File: config.mk
export PLATFORM = sky130hd
export DESIGN_NAME = processor_status_unit
export DESIGN_NICKNAME = d
export VERILOG_FILES = /design/src/rtl/cpu6502_pkg.sv /design/src/rtl/irq_mask_pipe.sv /design/src/rtl/processor_status_unit.sv
export SDC_FILE = /design/constraint.sdc
export NUM_CORES = 1
export LEC_CHECK = 0
export CORE_UTILIZATION = 32
export CTS_BUF_LIST = sky130_fd_sc_hd__clkbuf_8
export DETAILED_ROUTE_END_ITERATION = 16
export GPL_TIMING_DRIVEN = 0
export PLACE_DENSITY = 0.88
export SLEW_MARGIN = 20
export SYNTH_ARGS = -nofsm -noshare
export SYNTH_HDL_FRONTEND = slang
export SYNTH_HIERARCHICAL = 1
export SYNTH_SLANG_ARGS = --single-unit
export TNS_END_PERCENT = 100
File: constraint.sdc
create_clock -name i_clk -period 3.6 [get_ports i_clk]
set_input_delay 0.72 -clock i_clk [delete_from_list [all_inputs] [get_ports i_clk]]
set_output_delay 0.72 -clock i_clk [all_outputs]
set_load 0.02 [all_outputs]
File: src/rtl/cpu6502_pkg.sv
`default_nettype none
// ============================================================================
// Module      : cpu6502_pkg
// Description : Shared constants for the 6502 core: processor status flag
//               bit positions and the push-only bits of the status image.
// Revision    : 1.0 - initial release
// ============================================================================
package cpu6502_pkg;

    // Architectural flag positions inside P
    localparam int FLAG_C = 0;
    localparam int FLAG_Z = 1;
    localparam int FLAG_I = 2;
    localparam int FLAG_D = 3;
    localparam int FLAG_V = 6;
    localparam int FLAG_N = 7;

    // Bits that exist only in the stacked image, never in the register
    localparam int P_PUSH_ONE = 5;
    localparam int P_BRK      = 4;

    // Bits actually held by the status register
    localparam logic [7:0] P_STORED_MASK = 8'hCF;

endpackage
`default_nettype wire

File: src/rtl/irq_mask_pipe.sv
`default_nettype none
// ============================================================================
// Module      : irq_mask_pipe
// Description : Shift register of interrupt-disable samples that advances only
//               on instruction boundaries. A set-all input raises every stage
//               at once so masking takes effect immediately, while unmasking
//               ripples through DEPTH boundaries.
//   i_clk      in   clock
//   i_reset    in   synchronous active-high reset (stages <= RESET_VAL)
//   i_commit   in   instruction boundary strobe, shifts the pipe
//   i_set_all  in   force every stage to 1
//   i_d        in   I value being written this cycle (post-update)
//   o_mask     out  last stage
// Revision    : 1.0 - initial release
// ============================================================================
module irq_mask_pipe #(
    parameter int DEPTH     = 1,
    parameter bit RESET_VAL = 1'b1
) (
    input  logic i_clk,
    input  logic i_reset,
    input  logic i_commit,
    input  logic i_set_all,
    input  logic i_d,
    output logic o_mask
);

    logic [DEPTH-1:0] r_stages;

    always_ff @(posedge i_clk) begin
        if (i_reset) begin
            r_stages <= {DEPTH{RESET_VAL}};
        end else if (i_set_all) begin
            // Mask-on must not wait for instruction boundaries
            r_stages <= '1;
        end else if (i_commit) begin
            r_stages[0] <= i_d;
            for (int k = 1; k < DEPTH; k++) begin
                r_stages[k] <= r_stages[k-1];
            end
        end
    end

    assign o_mask = r_stages[DEPTH-1];

endmodule
`default_nettype wire

File: src/rtl/processor_status_unit.sv
`default_nettype none
// ============================================================================
// Module      : processor_status_unit
// Description : 6502 processor status register (C Z I D V N) with per-flag
//               prioritised load sources, stack-push image generation and a
//               boundary-delayed interrupt mask.
//   i_clk, i_reset            clock, synchronous active-high reset
//   i_db                      internal data bus
//   i_db_p                    load all flags from i_db (PLP/RTI)
//   i_ir5, i_acr, i_avr       instruction bit 5, ALU carry, ALU overflow
//   i_*_c/_z/_d/_i/_v/_n      per-flag load selects
//   i_brk                     B bit for the push image
//   i_commit                  instruction boundary strobe
//   o_p                       flags, bits 5/4 read 0
//   o_p_push                  o_p with bit5=1, bit4=i_brk
//   o_irq_mask                delayed I for IRQ gating
//   o_decimal                 D gated by DECIMAL_EN
// Revision    : 1.0 - initial release
// ============================================================================
module processor_status_unit
    import cpu6502_pkg::*;
#(
    parameter int         IMASK_DELAY = 1,
    parameter bit         DECIMAL_EN  = 1'b0,
    parameter logic [7:0] RESET_P     = 8'h04
) (
    input  logic       i_clk,
    input  logic       i_reset,
    input  logic [7:0] i_db,
    input  logic       i_db_p,
    input  logic       i_ir5,
    input  logic       i_acr,
    input  logic       i_avr,
    input  logic       i_db0_c,
    input  logic       i_ir5_c,
    input  logic       i_acr_c,
    input  logic       i_db1_z,
    input  logic       i_dbz_z,
    input  logic       i_db3_d,
    input  logic       i_ir5_d,
    input  logic       i_ir5_i,
    input  logic       i_1_i,
    input  logic       i_db6_v,
    input  logic       i_avr_v,
    input  logic       i_0_v,
    input  logic       i_db7_n,
    input  logic       i_brk,
    input  logic       i_commit,
    output logic [7:0] o_p,
    output logic [7:0] o_p_push,
    output logic       o_irq_mask,
    output logic       o_decimal
);

    logic [7:0] r_p;
    logic [7:0] w_p_next;

    // Each flag picks at most one source; unselected flags hold
    always_comb begin
        w_p_next = r_p;

        if (i_acr_c)      w_p_next[FLAG_C] = i_acr;
        else if (i_ir5_c) w_p_next[FLAG_C] = i_ir5;
        else if (i_db0_c) w_p_next[FLAG_C] = i_db[0];
        else if (i_db_p)  w_p_next[FLAG_C] = i_db[FLAG_C];

        if (i_dbz_z)      w_p_next[FLAG_Z] = (i_db == 8'h00);
        else if (i_db1_z) w_p_next[FLAG_Z] = i_db[1];
        else if (i_db_p)  w_p_next[FLAG_Z] = i_db[FLAG_Z];

        if (i_ir5_d)      w_p_next[FLAG_D] = i_ir5;
        else if (i_db3_d) w_p_next[FLAG_D] = i_db[3];
        else if (i_db_p)  w_p_next[FLAG_D] = i_db[FLAG_D];

        if (i_1_i)        w_p_next[FLAG_I] = 1'b1;
        else if (i_ir5_i) w_p_next[FLAG_I] = i_ir5;
        else if (i_db_p)  w_p_next[FLAG_I] = i_db[FLAG_I];

        if (i_0_v)        w_p_next[FLAG_V] = 1'b0;
        else if (i_avr_v) w_p_next[FLAG_V] = i_avr;
        else if (i_db6_v) w_p_next[FLAG_V] = i_db[6];
        else if (i_db_p)  w_p_next[FLAG_V] = i_db[FLAG_V];

        if (i_db7_n)      w_p_next[FLAG_N] = i_db[7];
        else if (i_db_p)  w_p_next[FLAG_N] = i_db[FLAG_N];

        // B and bit 5 have no storage; they only appear on the stack image
        w_p_next[P_PUSH_ONE] = 1'b0;
        w_p_next[P_BRK]      = 1'b0;
    end

    always_ff @(posedge i_clk) begin
        if (i_reset) begin
            r_p <= RESET_P & P_STORED_MASK;
        end else begin
            r_p <= w_p_next;
        end
    end

    assign o_p = r_p;

    always_comb begin
        o_p_push             = r_p;
        o_p_push[P_PUSH_ONE] = 1'b1;
        o_p_push[P_BRK]      = i_brk;
    end

    assign o_decimal = DECIMAL_EN & r_p[FLAG_D];

    generate
        if (IMASK_DELAY == 0) begin : g_mask_direct
            assign o_irq_mask = r_p[FLAG_I];
        end else begin : g_mask_pipe
            irq_mask_pipe #(
                .DEPTH     (IMASK_DELAY),
                .RESET_VAL (RESET_P[FLAG_I])
            ) u_irq_mask_pipe (
                .i_clk     (i_clk),
                .i_reset   (i_reset),
                .i_commit  (i_commit),
                .i_set_all (i_1_i),
                .i_d       (w_p_next[FLAG_I]),
                .o_mask    (o_irq_mask)
            );
        end
    endgenerate

endmodule
`default_nettype wire

### After elaboration in Yosys (flattened, before gate mapping)

Cells that the tools add are included.

* mux-type cells: 18
* reductions and logical operators: 8

Operator list (count)
* two-way mux 1 bit: 18
* nonzero test 3 bit: 3
* zero test 8 bit: 1
* nonzero test 4 bit: 1
* OR reduction 2 bit: 2
* nonzero test 2 bit: 1

* flip-flop bits (word level): 9
* logic and storage cells: 34

### Depth between registers and ports, before layout

Gate-level depths: netlist (run 1).

* word-level depth: 4
* depth in mapped cells: 6
* mapped depth without buffers: 5

### By module

Netlist (run 1), hierarchy kept.

By module, submodules not included
* processor_status_unit: times used 1, cells each 51, area an instance 432.9 µm², sequential area each 120.1 µm²
* irq_mask_pipe: times used 1, cells each 4, area an instance 37.5 µm², sequential area each 20.0 µm²

### Worst setup path after synthesis (run 1)

OpenSTA, ideal clock, no wires.

* kind: input to register
* start point: in i_db_p
* end point: reg g_mask_pipe.u_irq_mask_pipe.r_stages, in the netlist g_mask_pipe.u_irq_mask_pipe/o_mask
* setup time: 0.115 ns
* arrival time: 1.526 ns
* slack: 1.958 ns
* stages on the path: 6
* path buffers: 1
* cells stage by stage: buf_6 -> mux2_2 -> mux2i_1 -> nand2b_1 -> mux2i_1 -> nand2_1

* longest elaborated chain between the ends: 3

RTL lines
* start: declaration: RTL line processor_status_unit.sv:30 `input logic i_db_p,`
* two-way mux 1 bit: RTL line processor_status_unit.sv:77 `else if (i_db_p) w_p_next[FLAG_I] = i_db[FLAG_I];`
* two-way mux 1 bit: RTL line processor_status_unit.sv:76 `else if (i_ir5_i) w_p_next[FLAG_I] = i_ir5;`
* two-way mux 1 bit: RTL line processor_status_unit.sv:75 `if (i_1_i) w_p_next[FLAG_I] = 1'b1;`
* via w_p_next[2]: RTL line processor_status_unit.sv:56 `logic [7:0] w_p_next;`
* end signal: assignment: RTL line irq_mask_pipe.sv:32 `r_stages <= {DEPTH{RESET_VAL}};`
* end signal: indexed assignment: RTL line irq_mask_pipe.sv:39 `r_stages[k] <= r_stages[k-1];`
* end: declaration: RTL line irq_mask_pipe.sv:28 `logic [DEPTH-1:0] r_stages;`

The timed path passes the listed nets, and every way through them passes these cells.
A chain may end at the register's enable or synchronous reset.

### Worst setup path after layout (run 1)

* start point: in i_brk
* end point: out o_p_push[4]

RTL lines
* start: declaration: RTL line processor_status_unit.sv:47 `input logic i_brk,`
* end: declaration: RTL line processor_status_unit.sv:50 `output logic [7:0] o_p_push,`

No word-level cell between the ends.

==> flow_summary.json, run 1 <==
{
  "status": "completed",
  "ys_types": 24,
  "h-tree-depth": 1,
  "critPathCaptureType": "primary output",
  "stdcell_count": 116,
  "cts_setup_buffers": 0,
  "regToRegEndpoint": "g_mask_pipe.u_irq_mask_pipe/o_mask",
  "fmax_ghz": 0.476,
  "crit_type": "in2out",
  "powerDensity_mw_per_mm2": 303,
  "slowest_delay_ps": 590,
  "path_buf_inv": 2,
  "insertion_delay_ps": 220,
  "grt_setup_unrepaired": "false",
  "worstRegToRegCells": 5,
  "grt_max_degree": 11,
  "dp_hpwl_mm": 1.02,
  "path_max_fanout": 1,
  "hold_violations": 0,
  "die_y_microns": 40.3,
  "final_cell_mix": "clkdlybuf4s50_1 (40), buf_4 (11), dfxtp_1 (7)",
  "dieArea_sq_mm": 0.00163,
  "drt-initial-drc-count": 7,
  "critical_path_arrival_ps": 1380,
  "p_int_w": 0.000213,
  "finish.utilization": 0.706,
  "final.period_utilization": 0.584,
  "hold_end": "o_p[7]",
  "finalSetupViolCount": 0,
  "fin_crit_ps": 2100,
  "drive_above_1_share": 0.178,
  "numPortBuffers": 40,
  "p_clk_frac": 0.380,
  "critPathRequiredTime_ps": 2880,
  "maxCapViolCount": 0,
  "total_power_w": 0.000286,
  "grt_pass1_vias": 478,
  "wl_per_cell_microns": 10.7,
  "die_x_microns": 40.3,
  "diodes": 0,
  "synth_area_sq_um": 470,
  "cts_buffer_depth": 2,
  "row_count": 13,
  "vias": 532,
  "ys_seq_area_frac": 0.298,
  "p_leak_nw": 0.389,
  "grt_usage": 0.183,
  "nNetsFinal": 131,
  "io_pins": 47,
  "drt-vias-per-instance": 4.59,
  "slew_violations": 0,
  "path_depth": 2,
  "hold_path_class": "reg2reg",
  "holdPathStages": 2,
  "cts_tree": "yes",
  "cts.sinks": 7,
  "switching_share": 0.255,
  "worstPathCellList": "buf_4 -> clkdlybuf4s50_1",
  "skew_ps": 0.183,
  "final_common_cell": "clkdlybuf4s50_1",
  "setup_tns_ps": 0,
  "numCtsBuffers": 3,
  "grt_pass1_wl_mm": 1.86,
  "wirelength_mm": 1.24,
  "grt_antenna_before_repair": 0,
  "hp-start": "o_p[7]",
  "post_cts_resized": 0,
  "initial_core_util": 0.353,
  "syn_area_per_cell_sq_um": 8.55,
  "vdd_drop_max_mv": 0.347,
  "yosysWarnings": 6,
  "clk_pin_slew_ps": 40,
  "reg2reg_from": "o_p[2]",
  "drc": 0,
  "cp-start-kind": "primary input",
  "ctsHoldBuffers": 0,
  "critical_path.slowest_cell": "clkdlybuf4s50_1",
  "core_sq_mm": 0.00133,
  "yosys_register_bits": 7,
  "p_seq_frac": 0.298,
  "synthCells": 55,
  "root_buffer": "clkbuf_8",
  "gp_congestion": 0.601,
  "postRouteAntennaNets": 0,
  "cp_top_family": "buffers and inverters",
  "syn2layout_area_growth_pct": 100,
  "overflow": 0,
  "combPwrFrac": 0.322,
  "switching_power_w": 0.0000727,
  "dp_cells": 112,
  "r2r_slack_ps": 2480,
  "first_pass_iters": 4
}
==> registers in the layout (all words and copies together), names as in the netlist <==
signal	count
o_p	6
g_mask_pipe.u_irq_mask_pipe/o_mask	1
==> synthesized netlist by cell type <==
library cell  count  area [sq um]
a211oi_1          2          15.0
mux2i_1           3          30.0
o21bai_1          1          7.51
o31ai_1           1          7.51
inv_1             1          3.75
nor2b_1           2          12.5
mux2_2            1          11.3
conb_1            2          7.51
o21ai_0           1          5.00
nand3b_1          1          7.51
o41ai_2           1          16.3
o21a_1            2          15.0
a21oi_1           2          10.0
nand4b_1          1          8.76
buf_4            11          82.6
nand2_1           3          11.3
or3_1             1          6.26
buf_6             1          11.3
dfxtp_1           7           140
nor4_1            2          12.5
nor2_1            6          22.5
a2111oi_2         1          15.0
nand2b_1          1          6.26
nor3_1            1          5.00
==> kinds of logic (layout without fill, tap and decap cells) <==
family / Yosys count / after routing / synth area share
buf+inv: 13 / 57 / 0.207
simple gates: 18 / 18 / 0.197
mux: 4 / 4 / 0.0878
compound gates: 11 / 11 / 0.194
other cells: 2 / 4 / 0.0160
flops: 7 / 7 / 0.298
==> stage by stage <==
stage / setup WS, ps / hold slack [ps] / cell area, sq um
finish: 1500 / 469 / 942
global route: 1490 / 497 / 942
CTS: 1490 / 471 / 942
detailed placement: 1500 / 466 / 897
global placement: 1500 / 453 / 897
floorplan: 1960 / 534 / 478
==> layer usage <==
layer,up-vias,global-route usage,wire (microns),part of all wire
li1,270,-,-,-
met1,231,0.163,432,0.35
met2,29,0.329,683,0.55
met3,2,0.106,114,0.092
met4,0,0.0750,8,0.0065
met5,-,0,0,0
==> cell type report <==
type	count	area [sq um]
clock inverters	1	3.75
clock buffers	3	41.3
well taps	15	18.8
multi-input cells	37	240
inverters	1	3.75
fillers	116	392
plain buffers	12	93.8
repair buffers	40	400
flip-flops and latches	7	140
==> worst max path at each step <==
| stage | endpoint | startpoint | slack (ps) |
|---|---|---|---|
| after CTS | o_p_push[4] | i_brk | 1490 |
| after detailed placement | o_p_push[4] | i_brk | 1500 |
| after global placement | o_p_push[4] | i_brk | 1500 |
| final | o_p_push[4] | i_brk | 1500 |
| after floorplan | g_mask_pipe.u_irq_mask_pipe/o_mask | i_db_p | 1960 |
| after global routing | o_p_push[4] | i_brk | 1490 |
==> worst min-delay path: cells and delay by family (launching register included) <==
family | cells | cell delay [ps]
and+or+nand+nor | 1 | 60
AOI/OAI and AO/OA | 1 | 50
DFF | 1 | 310
==> power groups by stage <==
stage,Combinational [W],Sequential [W],Clock [W]
final,0.0000920,0.0000850,0.000109
after global routing,0.0000994,0.0000856,0.000117
after CTS,0.0000927,0.0000852,0.000110
after detailed placement,0.0000923,0.0000864,0
after global placement,0.0000907,0.0000861,0
after floorplan,0.0000355,0.0000912,0
Power figures use the tool's default switching activity.
==> inputs of run 2 (changes only) <==
--- a/config.mk
+++ b/config.mk
@@ -5,11 +5,11 @@
 export SDC_FILE = /design/constraint.sdc
 export NUM_CORES = 1
 export LEC_CHECK = 0
-export CORE_UTILIZATION = 32
+export CORE_UTILIZATION = 29
 export CTS_BUF_LIST = sky130_fd_sc_hd__clkbuf_8
 export DETAILED_ROUTE_END_ITERATION = 16
 export GPL_TIMING_DRIVEN = 0
-export PLACE_DENSITY = 0.88
+export PLACE_DENSITY = 0.81
 export SLEW_MARGIN = 20
 export SYNTH_ARGS = -nofsm -noshare
 export SYNTH_HDL_FRONTEND = slang
==> constraint.sdc (replaced) <==
create_clock -name i_clk -period 2.2 [get_ports i_clk]
set_input_delay 0.44 -clock i_clk [delete_from_list [all_inputs] [get_ports i_clk]]
set_output_delay 0.44 -clock i_clk [all_outputs]
set_load 0.02 [all_outputs]
==> run 2 against run 1 <==
Compared with the run above:
- clock skew about the same
- clock power up 61%
- first-iteration DRC count decreased by 43%
- global-route usage is 3.8 points lower
==> flow_summary.json, run 2 (same netlist as run 1, synthesis figures left out) <==
{
  "drt-initial-drc-count": 4,
  "cp-start-kind": "register",
  "drc": 0,
  "path_buf_inv": 2,
  "finalSetupViolCount": 0,
  "grt_pass1_vias": 501,
  "gp_congestion": 0.697,
  "slew_violations": 0,
  "core_sq_mm": 0.00151,
  "die_y_microns": 42.3,
  "h-tree-depth": 1,
  "wirelength_mm": 1.16,
  "vias": 510,
  "reg2reg_from": "o_p[2]",
  "numCtsBuffers": 3,
  "grt_antenna_before_repair": 0,
  "initial_core_util": 0.312,
  "stdcell_count": 117,
  "seq_area_sq_um": 140,
  "status": "completed",
  "critical_path_arrival_ps": 1270,
  "io_pins": 47,
  "fillCellCount": 135,
  "critPathRequiredTime_ps": 1760,
  "overflow": 0,
  "final_common_cell": "clkdlybuf4s50_1",
  "critical_path.slowest_cell": "clkdlybuf4s50_1",
  "grt_usage": 0.145,
  "first_pass_iters": 4,
  "placedInstanceArea_sq_um": 898,
  "path_max_fanout": 3,
  "regToRegEndpoint": "g_mask_pipe.u_irq_mask_pipe/o_mask",
  "dieArea_sq_mm": 0.00179,
  "post_cts_resized": 0,
  "worstRegToRegCells": 5,
  "ctsHoldBuffers": 0,
  "drive_above_1_share": 0.178,
  "p_leak_nw": 0.389,
  "syn2layout_area_growth_pct": 101,
  "total_power_w": 0.000464,
  "cts_setup_buffers": 0,
  "postRouteAntennaNets": 0,
  "grt_pass1_wl_mm": 1.94,
  "cts_tree": "yes",
  "skew_ps": 0.0593,
  "r2r_slack_ps": 1070,
  "cts_buffer_depth": 2,
  "critPathCapture": "o_p_push[3]",
  "crit_start": "o_p[3]",
  "final.period_utilization": 0.779,
  "root_buffer": "clkbuf_8",
  "slowest_delay_ps": 590,
  "worstPathCellList": "buf_4 -> clkdlybuf4s50_1",
  "hold_violations": 0,
  "finish.utilization": 0.626,
  "maxCapViolCount": 0,
  "largest_reg_flops": 6,
  "cts.sinks": 7,
  "insertion_delay_ps": 220,
  "row_count": 14,
  "fmax_ghz": 0.584,
  "numPortBuffers": 40,
  "fin_crit_ps": 1710,
  "nNetsFinal": 131,
  "drt-vias-per-instance": 4.36,
  "dp_cells": 113,
  "powerDensity_mw_per_mm2": 492,
  "hold_path_class": "reg2reg",
  "final_cell_mix": "clkdlybuf4s50_1 (40), buf_4 (11), dfxtp_1 (7)",
  "fin_area_sq_um": 943,
  "dp_hpwl_microns": 972,
  "grt_max_degree": 11,
  "path_depth": 2,
  "vdd_drop_max_mv": 0.308,
  "multi_input_area_sq_um": 240,
  "diodes": 0,
  "critPathCaptureType": "primary output",
  "cp_top_family": "buffers and inverters",
  "grt_setup_unrepaired": "false",
  "clk_pin_slew_ps": 40,
  "setup_tns_ps": 0,
  "wl_per_cell_microns": 9.92,
  "die_x_microns": 42.3,
  "crit_type": "reg2out"
}
## run 2: routing by layer
metal | routed length, microns | GRT usage
met1 | 454 | 0.124
met2 | 629 | 0.274
met3 | 77 | 0.0776
met4 | 0 | 0.0563
met5 | 0 | 0
## run 2: worst min path at each step
stage	start	endpoint	slack, ps	cells after the start
6_report	o_p[7]	o_p[7]	470	2
3_3_place_gp	o_p[7]	o_p[7]	450	2
4_1_cts	o_p[7]	o_p[7]	470	2
2_1_floorplan	i_0_v	o_p[6]	510	1
5_1_grt	o_p[7]	o_p[7]	490	2
3_5_place_dp	o_p[7]	o_p[7]	460	2
## run 2: metrics by stage
| step | hold WS, ps | worst slack [ps] |
|---|---|---|
| CTS | 465 | 476 |
| finish | 465 | 487 |
| global placement | 452 | 480 |
| floorplan | 509 | 838 |
| global route | 490 | 434 |
| detailed placement | 460 | 502 |
## run 2: worst reg2reg max path: cells and delay by family (launching register included)
kind          cells  cell delay (ps)
flops             1              310
mux               3              570
simple gates      2              150
## run 2: power by group
group	leakage [nW]	internal [W]	switching, W
Combinational	0.304	0.0000931	0.0000568
Sequential	0.0577	0.000135	0.00000477
Clock	0.0269	0.000120	0.0000542
## run 2: area by class of cell
type,count,share of cell area
Inverter,1,0.00398
Sequential cell,7,0.149
Multi-Input combinational cell,37,0.255
Tap cell,16,0.0212
Timing Repair Buffer,40,0.424
Clock buffer,3,0.0438
Buffer,12,0.0995
Clock inverter,1,0.00398
==> inputs of run 3 (changes only) <==
--- a/config.mk
+++ b/config.mk
@@ -5,11 +5,11 @@
 export SDC_FILE = /design/constraint.sdc
 export NUM_CORES = 1
 export LEC_CHECK = 0
-export CORE_UTILIZATION = 29
+export CORE_UTILIZATION = 27
 export CTS_BUF_LIST = sky130_fd_sc_hd__clkbuf_8
 export DETAILED_ROUTE_END_ITERATION = 16
 export GPL_TIMING_DRIVEN = 0
-export PLACE_DENSITY = 0.81
+export PLACE_DENSITY = 0.79
 export SLEW_MARGIN = 20
 export SYNTH_ARGS = -nofsm -noshare
 export SYNTH_HDL_FRONTEND = slang
==> constraint.sdc (replaced) <==
create_clock -name i_clk -period 1.44 [get_ports i_clk]
set_input_delay 0.288 -clock i_clk [delete_from_list [all_inputs] [get_ports i_clk]]
set_output_delay 0.288 -clock i_clk [all_outputs]
set_load 0.02 [all_outputs]
==> run 3 against run 2 <==
Compared with the run above:
- the flow now finishes with violations (DRC)
- core utilization down 2.9 points
- clock power up 53%
- worst hold slack worse by 86 ps
- first-iteration DRC count rose to 2.5 times the previous value
- highest routed layer unchanged
==> flow_summary.json, run 3 (same netlist as run 1, synthesis figures left out) <==
{
  "drc": 4,
  "nNetsFinal": 131,
  "finalSetupViolCount": 0,
  "io_pins": 47,
  "die_x_microns": 43.7,
  "final_common_cell": "clkdlybuf4s50_1",
  "dieArea_sq_mm": 0.00191,
  "clk_pin_slew_ps": 40,
  "cts.sinks": 7,
  "overflow": 0,
  "hold_path_class": "in2reg",
  "crit_start": "i_reset",
  "p_leak_nw": 0.421,
  "dp_cells": 113,
  "grt_pass1_wl_mm": 1.89,
  "grt_setup_unrepaired": "false",
  "drt-vias-per-instance": 4.44,
  "fin_area_sq_um": 931,
  "numCtsBuffers": 3,
  "critPathCaptureType": "register",
  "cts_setup_buffers": 0,
  "core_sq_mm": 0.00156,
  "numPortBuffers": 40,
  "wirelength_mm": 1.20,
  "slowest_delay_ps": 600,
  "critical_path.slowest_cell": "clkdlybuf4s50_1",
  "initial_core_util": 0.302,
  "crit_type": "in2reg",
  "slew_violations": 0,
  "reg2reg_from": "o_p[2]",
  "fmax_ghz": 0.767,
  "vias": 519,
  "powerDensity_mw_per_mm2": 745,
  "cts_tree": "yes",
  "h-tree-depth": 1,
  "gp_congestion": 0.687,
  "grt_pass1_vias": 481,
  "r2r_slack_ps": 350,
  "die_y_microns": 43.7,
  "insertion_delay_ps": 220,
  "largest_reg_flops": 6,
  "grt_usage": 0.138,
  "placedInstanceArea_sq_um": 898,
  "root_buffer": "clkbuf_8",
  "diodes": 0,
  "grt_max_degree": 11,
  "maxCapViolCount": 0,
  "status": "finished, violations left",
  "worstPathCellList": "clkdlybuf4s50_1 -> nor4_1 -> nand4b_1 -> o31ai_1",
  "wl_per_cell_microns": 10.2,
  "violations": "DRC",
  "row_count": 14,
  "path_max_fanout": 9,
  "skew_ps": 0.105,
  "critPathRequiredTime_ps": 1580,
  "final_cell_mix": "clkdlybuf4s50_1 (27), dlygate4sd2_1 (12), buf_4 (11)",
  "final.period_utilization": 0.905,
  "dp_hpwl_microns": 974,
  "critical_path_arrival_ps": 1440,
  "grt_antenna_before_repair": 0,
  "regToRegEndpoint": "g_mask_pipe.u_irq_mask_pipe/o_mask",
  "syn2layout_area_growth_pct": 97.9,
  "vdd_drop_max_mv": 0.779,
  "critPathCapture": "o_p[1]",
  "postRouteAntennaNets": 0,
  "cp-start-kind": "primary input",
  "drive_above_1_share": 0.178,
  "stdcell_count": 117,
  "cts_buffer_depth": 2,
  "hold_violations": 0,
  "first_pass_iters": 10,
  "drt-initial-drc-count": 10,
  "fin_crit_ps": 1300,
  "worstRegToRegCells": 5
}
## run 3: final cells by class
| cell class | instances | area [sq um] |
|---|---|---|
| timing repair buffer | 40 | 388 |
| buffer | 12 | 93.8 |
| multi-input combinational | 37 | 240 |
| tap | 16 | 20.0 |
| fill | 155 | 628 |
| clock inverter | 1 | 3.75 |
| sequential | 7 | 140 |
| inverter | 1 | 3.75 |
| clock buffer | 3 | 41.3 |
## run 3: how the worst min path moves through the flow
stage	cells past startpoint	end	slack, ps	from
CTS	4	o_p[7]	380	i_db_p
floorplan	1	o_p[6]	360	i_0_v
global placement	2	o_p[7]	450	o_p[7]
detailed placement	2	g_mask_pipe.u_irq_mask_pipe/o_mask	460	g_mask_pipe.u_irq_mask_pipe/o_mask
global route	4	o_p[7]	400	i_db_p
finish	4	o_p[7]	380	i_db_p
## run 3: where the power goes
part	switching, W	total, W	internal (W)	leakage (nW)
Combinational	0.0000862	0.000215	0.000128	0.337
Sequential	0.00000677	0.000212	0.000205	0.0577
Clock	0.0000826	0.000267	0.000184	0.0269
## run 3: worst max-delay path, delay by kind of cell
| kind | cells | cell delay [ps] |
|---|---|---|
| compound gates | 1 | 70 |
| simple gates | 2 | 480 |
| buf+inv | 1 | 600 |
## run 3: timing repair
item | 4_1_cts | 5_1_grt
hold buffers | 0 | 0
gates resized for setup | 12 | 1
endpoints found under the setup margin | 12 | 1
## run 3: layer usage
layer / global-route usage / part of all wire / vias to the layer above
li1: - / - / 269
met1: 0.138 / 0.37 / 228
met2: 0.245 / 0.55 / 22
met3: 0.0625 / 0.081 / 0
met4: 0.0563 / 0 / 0
met5: 0 / 0 / -
## run 3: per-stage QoR
step	TNS, ps	total power [W]	hold slack, ps	utilization	setup WS, ps
floorplan	0	0.000317	357	-	230
global placement	-210	0.000443	453	0.576	-128
detailed placement	-205	0.000446	457	0.576	-109
CTS	0	0.000706	377	0.596	8.28
global route	0	0.000742	398	0.597	16.3
finish	0	0.000694	379	0.597	137
